--- src/rtl/pong_pkg.sv ---
`default_nettype none
// ============================================================================
//  Module      : pong_pkg
//  Description : Shared state and winner encodings for the Pong score path.
//  Revision    : 1.0 - initial release
// ============================================================================
package pong_pkg;

    // Score-keeper game states
    typedef enum logic [1:0] {
        S_IDLE  = 2'd0,
        S_SERVE = 2'd1,
        S_PLAY  = 2'd2,
        S_OVER  = 2'd3
    } state_t;

    // Winner codes reported while the game is over
    localparam logic [1:0] W_NONE = 2'b00;
    localparam logic [1:0] W_P1   = 2'b01;
    localparam logic [1:0] W_P2   = 2'b10;
    localparam logic [1:0] W_DRAW = 2'b11;

endpackage
`default_nettype wire

--- src/rtl/score_digit.sv ---
`default_nettype none
// ============================================================================
//  Module      : score_digit
//  Description : One decimal score digit. Synchronous clear, increment that
//                saturates at a programmable maximum (never wraps).
//  Revision    : 1.0 - initial release
// ============================================================================
module score_digit (
    input  logic       clk,
    input  logic       reset,
    input  logic       clr,
    input  logic       inc,
    input  logic [3:0] max,
    output logic [3:0] q
);

    logic [3:0] r_q;

    // Digit register: clear wins over increment; increment holds at max
    always_ff @(posedge clk or posedge reset) begin
        if (reset) begin
            r_q <= 4'd0;
        end else if (clr) begin
            r_q <= 4'd0;
        end else if (inc && (r_q < max)) begin
            r_q <= r_q + 4'd1;
        end
    end

    assign q = r_q;

endmodule
`default_nettype wire

--- src/rtl/score_keeper.sv ---
`default_nettype none
// ============================================================================
//  Module      : score_keeper
//  Description : Pong game score state machine. Turns miss events into
//                per-player decimal digits, sequences serve hold-off and
//                game over, and reports the winner.
//  Revision    : 1.0 - initial release
// ============================================================================
module score_keeper
    import pong_pkg::*;
#(
    parameter int WIN_SCORE   = 9,
    parameter int HOLDOFF_CYC = 50000000
) (
    input  logic       clk,
    input  logic       reset,
    input  logic       point_p1,
    input  logic       point_p2,
    input  logic       new_game,
    output logic [3:0] dig1,
    output logic [3:0] dig0,
    output logic       serve,
    output logic       playing,
    output logic       game_over,
    output logic [1:0] winner
);

    localparam int               c_CNT_W  = $clog2(HOLDOFF_CYC + 1);
    localparam logic [c_CNT_W-1:0] c_TERM = c_CNT_W'(HOLDOFF_CYC - 1);
    localparam logic [3:0]       c_WIN    = 4'(WIN_SCORE);
    localparam logic [3:0]       c_WIN_M1 = 4'(WIN_SCORE - 1);

    // Registered state
    state_t             r_state;
    logic [c_CNT_W-1:0] r_cnt;
    logic               r_serve;
    logic [1:0]         r_winner;
    logic               r_p1_q;
    logic               r_p2_q;
    logic               r_ng_q;

    // Next-state / control
    state_t             w_state_nxt;
    logic [c_CNT_W-1:0] w_cnt_nxt;
    logic               w_serve_nxt;
    logic [1:0]         w_winner_nxt;
    logic               w_clr;
    logic               w_inc1;
    logic               w_inc0;
    logic               w_p1_ev;
    logic               w_p2_ev;
    logic               w_ng_ev;
    logic               w_p1_wins;
    logic               w_p2_wins;

    // Rising-edge events; a held level acts only on its first cycle
    assign w_p1_ev = point_p1 & ~r_p1_q;
    assign w_p2_ev = point_p2 & ~r_p2_q;
    assign w_ng_ev = new_game & ~r_ng_q;

    // A player wins when this cycle's point lifts the digit to the target
    assign w_p1_wins = w_p1_ev && (dig1 == c_WIN_M1);
    assign w_p2_wins = w_p2_ev && (dig0 == c_WIN_M1);

    // Edge-detect history registers
    always_ff @(posedge clk or posedge reset) begin
        if (reset) begin
            r_p1_q <= 1'b0;
            r_p2_q <= 1'b0;
            r_ng_q <= 1'b0;
        end else begin
            r_p1_q <= point_p1;
            r_p2_q <= point_p2;
            r_ng_q <= new_game;
        end
    end

    // FSM state, hold-off counter, serve pulse and winner registers
    always_ff @(posedge clk or posedge reset) begin
        if (reset) begin
            r_state  <= S_IDLE;
            r_cnt    <= '0;
            r_serve  <= 1'b0;
            r_winner <= W_NONE;
        end else begin
            r_state  <= w_state_nxt;
            r_cnt    <= w_cnt_nxt;
            r_serve  <= w_serve_nxt;
            r_winner <= w_winner_nxt;
        end
    end

    // Next-state logic; new_game always takes priority over point events
    always_comb begin
        w_state_nxt  = r_state;
        w_cnt_nxt    = r_cnt;
        w_serve_nxt  = 1'b0;
        w_winner_nxt = r_winner;
        w_clr        = 1'b0;
        w_inc1       = 1'b0;
        w_inc0       = 1'b0;
        case (r_state)
            S_IDLE: begin
                if (w_ng_ev) begin
                    w_clr        = 1'b1;
                    w_cnt_nxt    = '0;
                    w_winner_nxt = W_NONE;
                    w_state_nxt  = S_SERVE;
                end
            end
            S_SERVE: begin
                if (w_ng_ev) begin
                    w_clr       = 1'b1;
                    w_cnt_nxt   = '0;
                end else if (r_cnt == c_TERM) begin
                    w_cnt_nxt   = '0;
                    w_serve_nxt = 1'b1;
                    w_state_nxt = S_PLAY;
                end else begin
                    w_cnt_nxt   = r_cnt + c_CNT_W'(1);
                end
            end
            S_PLAY: begin
                if (w_ng_ev) begin
                    w_clr       = 1'b1;
                    w_cnt_nxt   = '0;
                    w_state_nxt = S_SERVE;
                end else if (w_p1_ev || w_p2_ev) begin
                    w_inc1 = w_p1_ev;
                    w_inc0 = w_p2_ev;
                    if (w_p1_wins && w_p2_wins) begin
                        w_winner_nxt = W_DRAW;
                        w_state_nxt  = S_OVER;
                    end else if (w_p1_wins) begin
                        w_winner_nxt = W_P1;
                        w_state_nxt  = S_OVER;
                    end else if (w_p2_wins) begin
                        w_winner_nxt = W_P2;
                        w_state_nxt  = S_OVER;
                    end else begin
                        w_cnt_nxt    = '0;
                        w_state_nxt  = S_SERVE;
                    end
                end
            end
            S_OVER: begin
                if (w_ng_ev) begin
                    w_clr        = 1'b1;
                    w_cnt_nxt    = '0;
                    w_winner_nxt = W_NONE;
                    w_state_nxt  = S_SERVE;
                end
            end
            default: begin
                w_state_nxt = S_IDLE;
            end
        endcase
    end

    score_digit u_dig1 (
        .clk   (clk),
        .reset (reset),
        .clr   (w_clr),
        .inc   (w_inc1),
        .max   (c_WIN),
        .q     (dig1)
    );

    score_digit u_dig0 (
        .clk   (clk),
        .reset (reset),
        .clr   (w_clr),
        .inc   (w_inc0),
        .max   (c_WIN),
        .q     (dig0)
    );

    assign serve     = r_serve;
    assign playing   = (r_state == S_PLAY);
    assign game_over = (r_state == S_OVER);
    assign winner    = r_winner;

endmodule
`default_nettype wire

--- config.mk ---
export PLATFORM = sky130hd
export DESIGN_NAME = score_keeper
export DESIGN_NICKNAME = d
export VERILOG_FILES = /design/src/rtl/pong_pkg.sv /design/src/rtl/score_digit.sv /design/src/rtl/score_keeper.sv
export SDC_FILE = /design/constraint.sdc
export NUM_CORES = 1
export LEC_CHECK = 0
export CORE_MARGIN = 2
export CORE_UTILIZATION = 59
export DETAILED_ROUTE_END_ITERATION = 7
export GPL_ROUTABILITY_DRIVEN = 0
export PLACE_DENSITY_LB_ADDON = 0.3
export SETUP_SLACK_MARGIN = 0.3
export SYNTH_ARGS = -nofsm -noshare
export SYNTH_HDL_FRONTEND = slang
export SYNTH_SLANG_ARGS = --single-unit
--- constraint.sdc ---
create_clock -name clk -period 3 [get_ports clk]
set_clock_uncertainty 0.2 [all_clocks]
set_input_delay 0.6 -clock clk [delete_from_list [all_inputs] [get_ports clk]]
set_output_delay 0.6 -clock clk [all_outputs]
set_load 0.005 [all_outputs]
After elaboration in Yosys (flattened, before gate mapping)
Index checks and enable logic that the tools add are counted.
{"block": "totals", "n_memories": 0, "romBits": 0, "in_bits": 5, "wordCells": 91, "ff_bits": 42, "output_inout_bits": 13, "latchBits": 0, "mem_bits_rw": 0}
{"block": "classes", "n_mul": 0, "n_eq_ne": 16, "add_sub_neg": 3, "n_shift": 0, "bitwise_logic": 6, "n_reduce_logical": 15, "div": 0, "mux": 40, "magnitude_cmp": 2}
{"op": "26-bit two-way mux", "n": 8}
{"op": "26-bit one-hot mux with 3 select lines", "n": 1}
{"op": "2-bit two-way mux", "n": 14}
{"op": "26-bit by 1-bit adder with 26-bit output, second input constant", "n": 1}
{"op": "26-bit equality test, second input constant", "n": 1}
{"op": "4-bit two-way mux", "n": 4}
{"op": "1-bit two-way mux", "n": 11}
{"op": "5-bit AND reduction", "n": 2}
{"op": "3-bit inequality test, second input constant", "n": 3}
{"op": "4-bit by 1-bit adder with 4-bit output, second input constant", "n": 2}
{"op": "4-bit equality test, second input constant", "n": 2}
{"op": "4-bit less-than comparator, second input constant", "n": 2}
{"op": "2-bit inequality test, second input constant", "n": 3}
{"op": "2-bit one-hot mux with 3 select lines", "n": 1}
{"op": "2-bit nonzero test", "n": 3}
{"op": "1-bit logical AND", "n": 5}
{"op": "2-bit equality test, second input constant", "n": 2}
{"op": "2-bit by 1-bit inequality test with 1-bit output, second input constant", "n": 2}
{"op": "4-bit by 1-bit inequality test with 1-bit output, second input constant", "n": 1}
{"op": "2-bit one-hot mux with 2 select lines", "n": 1}
{"op": "4-bit AND reduction", "n": 1}
{"op": "4-bit OR reduction", "n": 1}
{"op": "1-bit bitwise AND", "n": 3}
{"op": "3-bit by 1-bit inequality test with 1-bit output, second input constant", "n": 1}
{"op": "5 further kinds", "n": 7}

Depth between registers and ports, before layout
Gate-level depths: netlist of run 1.
{"block": "depth", "depth_word": 9, "depth_mapped": 10, "depth_no_buf": 7}

By module
Synthesis of run 1 repeated with hierarchy kept, for this count alone.
{"block": "hier_totals", "cells_unflattened": 287, "hier_area_um2": 2546.2}
{"mod": "score_keeper", "cells_per_inst": 229, "seq_area_each_um2": 850.8, "n_inst": 1, "area_per_inst_um2": 1995.7}
{"mod": "score_digit", "cells_per_inst": 29, "seq_area_each_um2": 100.1, "n_inst": 2, "area_per_inst_um2": 275.3}

Worst setup path after synthesis of run 1
No wires, ideal clock.
{"block": "synth_path", "path_kind": "register to register", "from": "register r_state[0]", "to": "register r_cnt[10]", "setup_time_ns": 0.124, "required_time_ns": 2.676, "slack_ns": 0.718, "arrival_ns": 1.958, "synth_period_minus_slack_ns": 2.282, "stages_incl_launch_ff": 10, "n_path_buf": 2, "path_cell_list": "dfrtp_1 inv_1 ha_1 buf_2 inv_2 o32a_1 a21oi_1 clkbuf_1 nor4_1 a211o_1"}
{"block": "synth_between", "elab_cells_between_ends": 12, "cone_classes": "eq/ne (8); mux (1); reduce/logical (3)"}
{"item": "from (decl)", "line_no": "score_keeper.sv:34", "source": "state_t r_state;"}
{"item": "from (signal assigned)", "line_no": "score_keeper.sv:86", "source": "r_state <= w_state_nxt;"}
{"item": "2-bit equality test (*)"}
{"item": "net playing", "line_no": "score_keeper.sv:23", "source": "output logic playing,"}
{"item": "3-bit inequality test (no source line) / 3-bit by 1-bit inequality test with 1-bit output (equally long branches)"}
{"item": "5-bit AND reduction (no source line)"}
{"item": "to (signal assigned)", "line_no": "score_keeper.sv:87", "source": "r_cnt <= w_cnt_nxt;"}
{"item": "to (decl)", "line_no": "score_keeper.sv:35", "source": "logic [c_CNT_W-1:0] r_cnt;"}
Mark *: on every way through the listed nets, which the timed path passes. The rest lies on a longest branch.
A chain may end at the register's enable or synchronous reset.

Worst setup path after layout of run 1
{"block": "layout_path", "from": "register r_cnt[18]", "to": "register r_cnt[11]"}
{"block": "layout_between", "elab_chain_cells": 4}
{"item": "26-bit equality test", "line_no": "score_keeper.sv:115", "source": "end else if (r_cnt == c_TERM) begin"}
{"item": "26-bit two-way mux", "line_no": "score_keeper.sv:115"}
{"item": "26-bit two-way mux", "line_no": "score_keeper.sv:112", "source": "if (w_ng_ev) begin"}
{"item": "26-bit one-hot mux with 3 select lines", "line_no": "score_keeper.sv:102", "source": "case (r_state)"}
Every way passes these cells.

==> run summary, run 1 <==
Summed over all layers, the global routing overflow is 0. The category of the worst setup path launch point is a register. TritonCTS built the clock tree. In the layout the commonest cells are dfrtp_1 (42), nor2_1 (24), nand2_1 (20).

Among all flip-flop cells after synthesis, the most frequent one is dfrtp_1. Counting instances, the worst hold path has a depth of 1. The worst slew slack as a fraction of its limit came out at 0.584. The adder-cell share of the synthesized area came out at 0.0446.

In this run the critical register-to-register path is launched from r_cnt[18]. The path with the worst hold slack has its endpoint at r_cnt[6]. The run finished with clean final reports. The slowest stage of the critical path is the or4_4 cell. The biggest cell delay along the critical path is 0.57 ns.

Of the available clock period, the critical path in the final layout requires 0.858. The synthesized-area fraction occupied by and/or/nand/nor cells is 0.274. The critical hold path startpoint is r_cnt[6]. The synthesized netlist contains 56 unique library cells. In the synthesized netlist, the number of instances is 275.

The clock latency on the worst-skew pair came out at 0.30 ns. The total count of max-transition violations in the final report came to 0. Adding up every negative setup slack in the final design gives 0 ns.

In this run, post-CTS hold repair placed 0 buffers. The floorplan die width came out at 69.4 microns. The wire length per cell after detailed routing came out at 16.1 microns. The fraction of final layout cells with drive strength greater than 1 is 0.0949.

The number of H-tree branching levels is 2. The number of antenna diodes in the final layout is 0. For the worst flop-to-flop path, the logic depth is 5.

The count of boundary I/O pins is 18. The synthesized netlist occupies a cell area of 2520 sq um. The fraction of registers with async set or reset after synthesis came out at 1.00.

Along the worst path, the maximum fanout reaches 22. The final-stage net count is 308. The number of global-route vias before repair is 2107.

The endpoint identified for the worst register-to-register timing path is r_cnt[11]. Traced cell by cell, the critical path runs through or4_4 -> nor4_4 -> a31o_2 -> nor2_1 -> a22o_1. The cell sitting at the root of the clock tree is a clkbuf_8.

Across every metal layer, demand over resource in global routing totals 0.253. The core outline area is 4060 sq um. The area of the die came out at 4810 sq um. Across all register-to-register paths, the minimum setup slack is 0.42 ns.

The row count is 23. The data arrival time of the critical path is 2.56 ns. Counting every net in the synthesized netlist gives 289. The first-pass GRT wire length came out at 9920 microns.

The maximum buffer depth of the clock tree came out at 2. The total non-filler cell area in the finished layout is 2860 sq um. Grouping stages by cell kind, the critical path spends the most delay in simple AND/OR/NAND/NOR gates. Derived from the worst setup path, the maximum achievable clock frequency is 388 MHz. The worst setup path is captured at a register. The portion of netlist area occupied by mux cells came out at 0.00843.

The floorplan step set the die height to 69.4 microns. The peak supply drop came out at 0.310 mV. The total number of clock tree sinks is 42. The post-CTS setup-driven buffer insertion count is 0. In this run the remaining antenna-violating nets after routing total 0. The cell area after placement is 2760 sq um. The dominant combinational cell family by area after synthesis is simple AND/OR/NAND/NOR gates. The tightest min-delay check is of the reg2reg type. Compared with the post-synthesis result, the final layout area differs by 13.5%. Clock-pin slew was measured on the worst setup and hold paths at 0.08 ns.

The first routing iteration left 196 violations. Leaving out fill and tap cells, the most frequent cell in the layout is dfrtp_1. The number of resized instances in the post-cts repair step came out at 0. The via density per instance came out at 6.36. The number of buffer cells added on primary ports is 17.

Counting flops and latches in the post-synthesis netlist gives 42. The estimated wirelength of the detail-placed design came out at 3980 microns. The pin count of the biggest net entering global routing came out at 43.

The start point of the critical path is r_cnt[18]. The number of buffers and inverters on the critical path is 0. The number of failing hold endpoints at the final stage came out at 0. The total CTS buffers is 5. The number of antenna violations at the first check in global routing is 0.

The routed design could run at a clock period as short as 2.58 ns. The number of warnings issued by yosys came out at 0. The number of setup violations in the final report is 0.

Counting flops with a built-in enable in the synthesized netlist gives 0. The overall routed net length is 5550 microns. Summing over every cut layer, the via total after detailed routing is 2194. Setup repair after global routing left no endpoint under its margin. The DRC violations left came out at 0.

The area fraction in compound gates after synthesis is 0.192. The sequential cell area fraction in the yosys report came out at 0.417. The leakage power summed over all cells is 1.21 nW. The initial core utilization is 0.622. The first-pass iteration count of the detailed router is 5. The mean area per synthesized cell is 9.17 sq um. The actual slew at the worst max-slew pin is 0.619 ns.

The type of the worst setup path is reg2reg. The required time at the endpoint of the critical path is 2.98 ns. The number of max-capacitance violations reported is 0. The share of the synthesized netlist area taken by xor and xnor gates came out at 0.0139. The power density over the cells came out at 399 nW/um^2.
worst reg2reg max path, delay by kind of cell (launching register included):
family | cells | cell delay (ns)
AND/OR/NAND/NOR | 3 | 1.09
flip-flops | 1 | 0.44
AO/OA/AOI/OAI | 2 | 0.73
registers in the layout, indices dropped and copies added (netlist names):
name      flops
r_cnt        26
r_ng_q        1
r_p2_q        1
r_p1_q        1
winner        2
u_dig0.q      4
r_state       2
serve         1
u_dig1.q      4
through the flow:
stage                     std cells  power, mW   util  hold WS [ns]  setup slack (ns)
after floorplan                 275      0.686      -         0.245             0.718
after global placement          337      0.715  0.680         0.279             0.342
after detailed placement        337      0.717  0.680         0.266             0.262
after CTS                       345       1.15  0.706         0.283             0.463
after global routing            345       1.19  0.706         0.317             0.353
final                           345       1.14  0.706         0.286             0.425
cell usage after synthesis (all sizes together), types with 7 or more instances:
cell | count | area [sq um]
nand2 | 20 | 75.1
buf | 7 | 47.5
ha | 9 | 113
inv | 16 | 60.1
a21oi | 13 | 65.1
or4 | 9 | 71.3
nand3 | 11 | 55.1
dfrtp | 42 | 1050
o21ai | 23 | 119
nor2 | 24 | 90.1
nand4 | 7 | 50.1
nor4 | 7 | 58.8
nor3 | 8 | 50.1
final cells by class:
class / count / area, sq um
Clock buffer: 7 / 76.3
Clock inverter: 1 / 30.0
Fill cell: 305 / 1190
Inverter: 16 / 60.1
Multi-Input combinational cell: 205 / 1350
Sequential cell: 42 / 1050
Tap cell: 50 / 62.6
Timing Repair Buffer: 24 / 235
power breakdown:
group | internal, mW | total (mW) | leakage, nW | switching (mW)
Combinational | 0.0375 | 0.0902 | 0.592 | 0.0527
Clock | 0.249 | 0.437 | 0.0524 | 0.188
Sequential | 0.587 | 0.617 | 0.570 | 0.0299
layer usage:
layer  GRT usage  part of all wire  up-vias
li1            -                 -     1047
met1       0.375              0.48     1049
met2       0.372              0.45       86
met3      0.0567             0.066       12
met4      0.0697             0.014        0
met5           0                 0        -
cells by family (layout without fill, tap and decap cells):
kind of cell,Yosys count,after routing
and+or+nand+nor,119,119
AOI/OAI and AO/OA,71,71
DFF,42,42
buffers and inverters,28,48
adders and majority gates,9,9
xor gates and xnor gates,4,4
muxes,2,2
worst max-delay path by stage:
stage,to,slack [ns],depth (start not counted)
2_1_floorplan,r_cnt[10],0.72,9
3_3_place_gp,r_cnt[14],0.34,7
3_5_place_dp,r_cnt[14],0.26,7
4_1_cts,r_cnt[11],0.46,5
5_1_grt,r_cnt[11],0.35,5
6_report,r_cnt[11],0.42,5
Power figures use the tool's default switching activity.
==> run 2: changes to the inputs <==
--- a/config.mk
+++ b/config.mk
@@ -6,11 +6,12 @@
 export NUM_CORES = 1
 export LEC_CHECK = 0
 export CORE_MARGIN = 2
-export CORE_UTILIZATION = 59
+export CORE_UTILIZATION = 54
 export DETAILED_ROUTE_END_ITERATION = 7
 export GPL_ROUTABILITY_DRIVEN = 0
 export PLACE_DENSITY_LB_ADDON = 0.3
 export SETUP_SLACK_MARGIN = 0.3
 export SYNTH_ARGS = -nofsm -noshare
 export SYNTH_HDL_FRONTEND = slang
+export SYNTH_HIERARCHICAL = 1
 export SYNTH_SLANG_ARGS = --single-unit
==> run summary, run 2 <==
The total number of clock tree sinks came out at 42. The fraction of registers with async set or reset after synthesis came out at 1.00. For this run, the top clock speed supported by timing is 401 MHz. Of the total power, the share spent switching nets is 0.311.

The mean area per synthesized cell is 8.87 sq um. The worst setup path is captured at an output port. Data on the critical path is required at its endpoint by 2.20 ns. Buffers added to address setup during post-CTS repair amount to 0. IR analysis of the VDD net gives a maximum drop of 0.273 mV.

The floorplan step set the die width to 72.7 microns. The overall routed net length came out at 5370 microns. Counting flops with a built-in enable in the synthesized netlist gives 0. The leakage power summed over all cells came out at 1.25 nW.

Setup violations remaining at the end of the flow were counted as 0. The family of cells with the greatest summed delay on the critical path is buffers and inverters. The fraction of synthesized cell area taken by the top area cell type is 0.413. The library cell used most frequently in the layout, excluding fill and tap cells, is dfrtp_1. The critical path in this run is classified as reg2out. The part of the power in registers is 0.422. For this run, design rule violations remaining after detail routing come to 0. The pin count of the biggest net entering global routing is 35. The total count of max-transition violations in the final report is 0. Of the synthesized area, sequential elements account for 0.413.

The count of boundary I/O pins came out at 18. The number of max-capacitance violations reported came out at 0. The total CTS buffers came out at 5.

Port buffering added 17 buffers. The wire length per cell after detailed routing is 14.6 microns. The die covers 5280 sq um. The register ranked first by flip-flop count is r_cnt. Counting I/O delays and the setup requirement, the final critical path takes 2.49 ns. The global-route congestion overflow total came out at 0. The post-detailed-route count of antenna-violating nets came out at 0.

In this run, post-CTS repair resized a total of 0 instances. Setup repair after global routing left no endpoint under its margin. The routed layout has 2207 vias. Traced cell by cell, the critical path runs through inv_1 -> ha_1 -> clkdlybuf4s50_1. The largest individual stage delay along the critical path comes from the cell clkdlybuf4s50_1. The maximum buffer depth of the clock tree came out at 2. The initialized floorplan defines 24 standard-cell rows. The analysis attributes to net switching a power of 0.444 mW.

Dividing total power by cell area gives a power density of 483 nW/um^2. The core outline area came out at 4440 sq um. Of all nets on the critical path, the largest fanout is 8. The die boundary height is 72.7 microns. The final-stage net count came out at 333.

By area the synthesized netlist is led by dfrtp_1 (41%), o21ai_0 (7.7%), ha_1 (6.4%). The number of distinct standard cells referenced by the synthesized netlist came out at 48. The clock-pin transition on the worst setup and hold timing paths came out at 0.09 ns.

The overall power consumption is 1.43 mW. The post-cts hold buffer count came out at 0. The category of the worst setup path launch point is a register.

The number of diodes added for antenna fixing is 0. The via density per instance came out at 6.00. The commonest cells after synthesis are dfrtp_1 (42), o21ai_0 (39), nand2_1 (23). In the post-synthesis netlist, the cell with the most instances is dfrtp_1.

The number of antenna violations at the first check in global routing is 0. The internal power of the cells totals 0.984 mW. The actual slew at the worst max-slew pin is 0.679 ns. The worst hold path belongs to the class reg2reg. The cell count after synthesis is 287.

The tree is rooted in a clkbuf_8. The flow ran to the end, and the final reports show no timing, DRC or antenna violations. Across every metal layer, demand over resource in global routing totals 0.223. The number of buffers and inverters on the critical path is 2. The number of flip-flops in the largest register came out at 26.

Setup total negative slack on the finished layout was measured at 0 ns. TritonCTS built the clock tree. The starting DRC count in detailed routing came out at 142. The share of total power dissipated in combinational logic is 0.259. The number of failing hold endpoints at the final stage is 0.

After synthesis the netlist holds a flip-flop and latch count of 42. The data arrival time of the critical path is 1.69 ns. The synthesis-to-layout area growth came out at 16.0%.

Of the available clock period, the critical path in the final layout requires 0.831. After synthesis the cells add up to 2550 sq um. The worst pin sits at a relative slew slack of 0.544.

In the layout the commonest cells are dfrtp_1 (42), o21ai_0 (39), nand2_1 (23). For this configuration, the core starts out at a cell density of 0.573. The biggest cell delay along the critical path came out at 0.56 ns. The number of global-route vias before repair was 2079. The estimated wirelength of the detail-placed design came out at 3880 microns.

The number of warnings issued by yosys came out at 6. The clock latency on the worst-skew pair is 0.30 ns. The fraction of final layout cells with drive strength greater than 1 is 0.0918. The first-pass GRT wire length is 9370 microns.

The synthesized design spends more area on one cell type than any other, namely dfrtp_1. For this run, the leading register cell type out of synthesis is dfrtp_1. The clock network power share came out at 0.319.

The first-pass iteration count of the detailed router came out at 4. The H-tree was split into 2 levels.
run 2: changes by cell type after synthesis, sizes merged, moves of 6 or more:
| cell | change |
|---|---|
| o31ai | +11 |
| a22o | -6 |
| or4 | -6 |
| o21ai | +19 |
| a21o | -6 |
| nor2 | -7 |
run 2: worst reg2reg max path, stage by stage, from the launching register on:
cell      delay, ns
dfrtp_1        0.39
ha_1           0.23
and3_1         0.24
nand2b_1       0.19
nor3_1         0.62
a21oi_1        0.13
o21ai_0        0.20
o21ai_0        0.11
run 2: final cells by class:
class / instances / area (sq um)
repair buffers: 25 / 255
multi-input cells: 223 / 1400
clock inverters: 3 / 45.0
well taps: 52 / 65.1
inverters: 18 / 67.6
clock buffers: 5 / 68.8
fillers: 381 / 1490
flip-flops and latches: 42 / 1050
run 2: cells by family after synthesis:
logic type / synth area share
fa+ha+maj: 0.0639
xor+xnor: 0.00688
buf+inv: 0.0477
simple gates: 0.240
flops: 0.413
other cells: 0.00295
compound gates: 0.218
mux: 0.00786
run 2: through the flow:
step | utilization | cell area (sq um) | std cells | hold WS (ns) | setup WS [ns]
floorplan | - | 2570 | 293 | 0.166 | 0.755
global placement | 0.638 | 2840 | 360 | 0.283 | 0.120
detailed placement | 0.638 | 2840 | 360 | 0.298 | 0.0920
CTS | 0.664 | 2950 | 368 | 0.308 | 0.413
global route | 0.665 | 2950 | 368 | 0.322 | 0.305
finish | 0.665 | 2950 | 368 | 0.303 | 0.506
run 2: path summary, 6_finish.rpt:
| check | from | to | slack [ns] | cells past startpoint |
|---|---|---|---|---|
| min in group asynchronous | reset | u_dig0/q[1] | 0.33 | 2 |
| max in group asynchronous | reset | r_cnt[22] | 1.73 | 3 |
| hold reg to reg | r_cnt[13] | r_cnt[13] | 0.30 | 1 |
| hold / removal | r_cnt[13] | r_cnt[13] | 0.30 | 1 |
| setup reg to reg | r_cnt[0] | r_cnt[18] | 0.55 | 7 |
| setup / recovery | r_state[0] | playing | 0.51 | 3 |
run 2: power groups by stage:
stage	Clock, mW	Combinational [mW]	Sequential (mW)
6_report	0.456	0.370	0.602
2_1_floorplan	0	0.252	0.609
3_5_place_dp	0	0.369	0.614
5_1_grt	0.484	0.425	0.604
4_1_cts	0.462	0.370	0.602
3_3_place_gp	0	0.361	0.614
run 2: routing by layer:
metal | wire, microns | track usage
met5 | 0 | 0
met4 | 70 | 0.0679
met3 | 195 | 0.0387
met2 | 2670 | 0.392
met1 | 2430 | 0.279
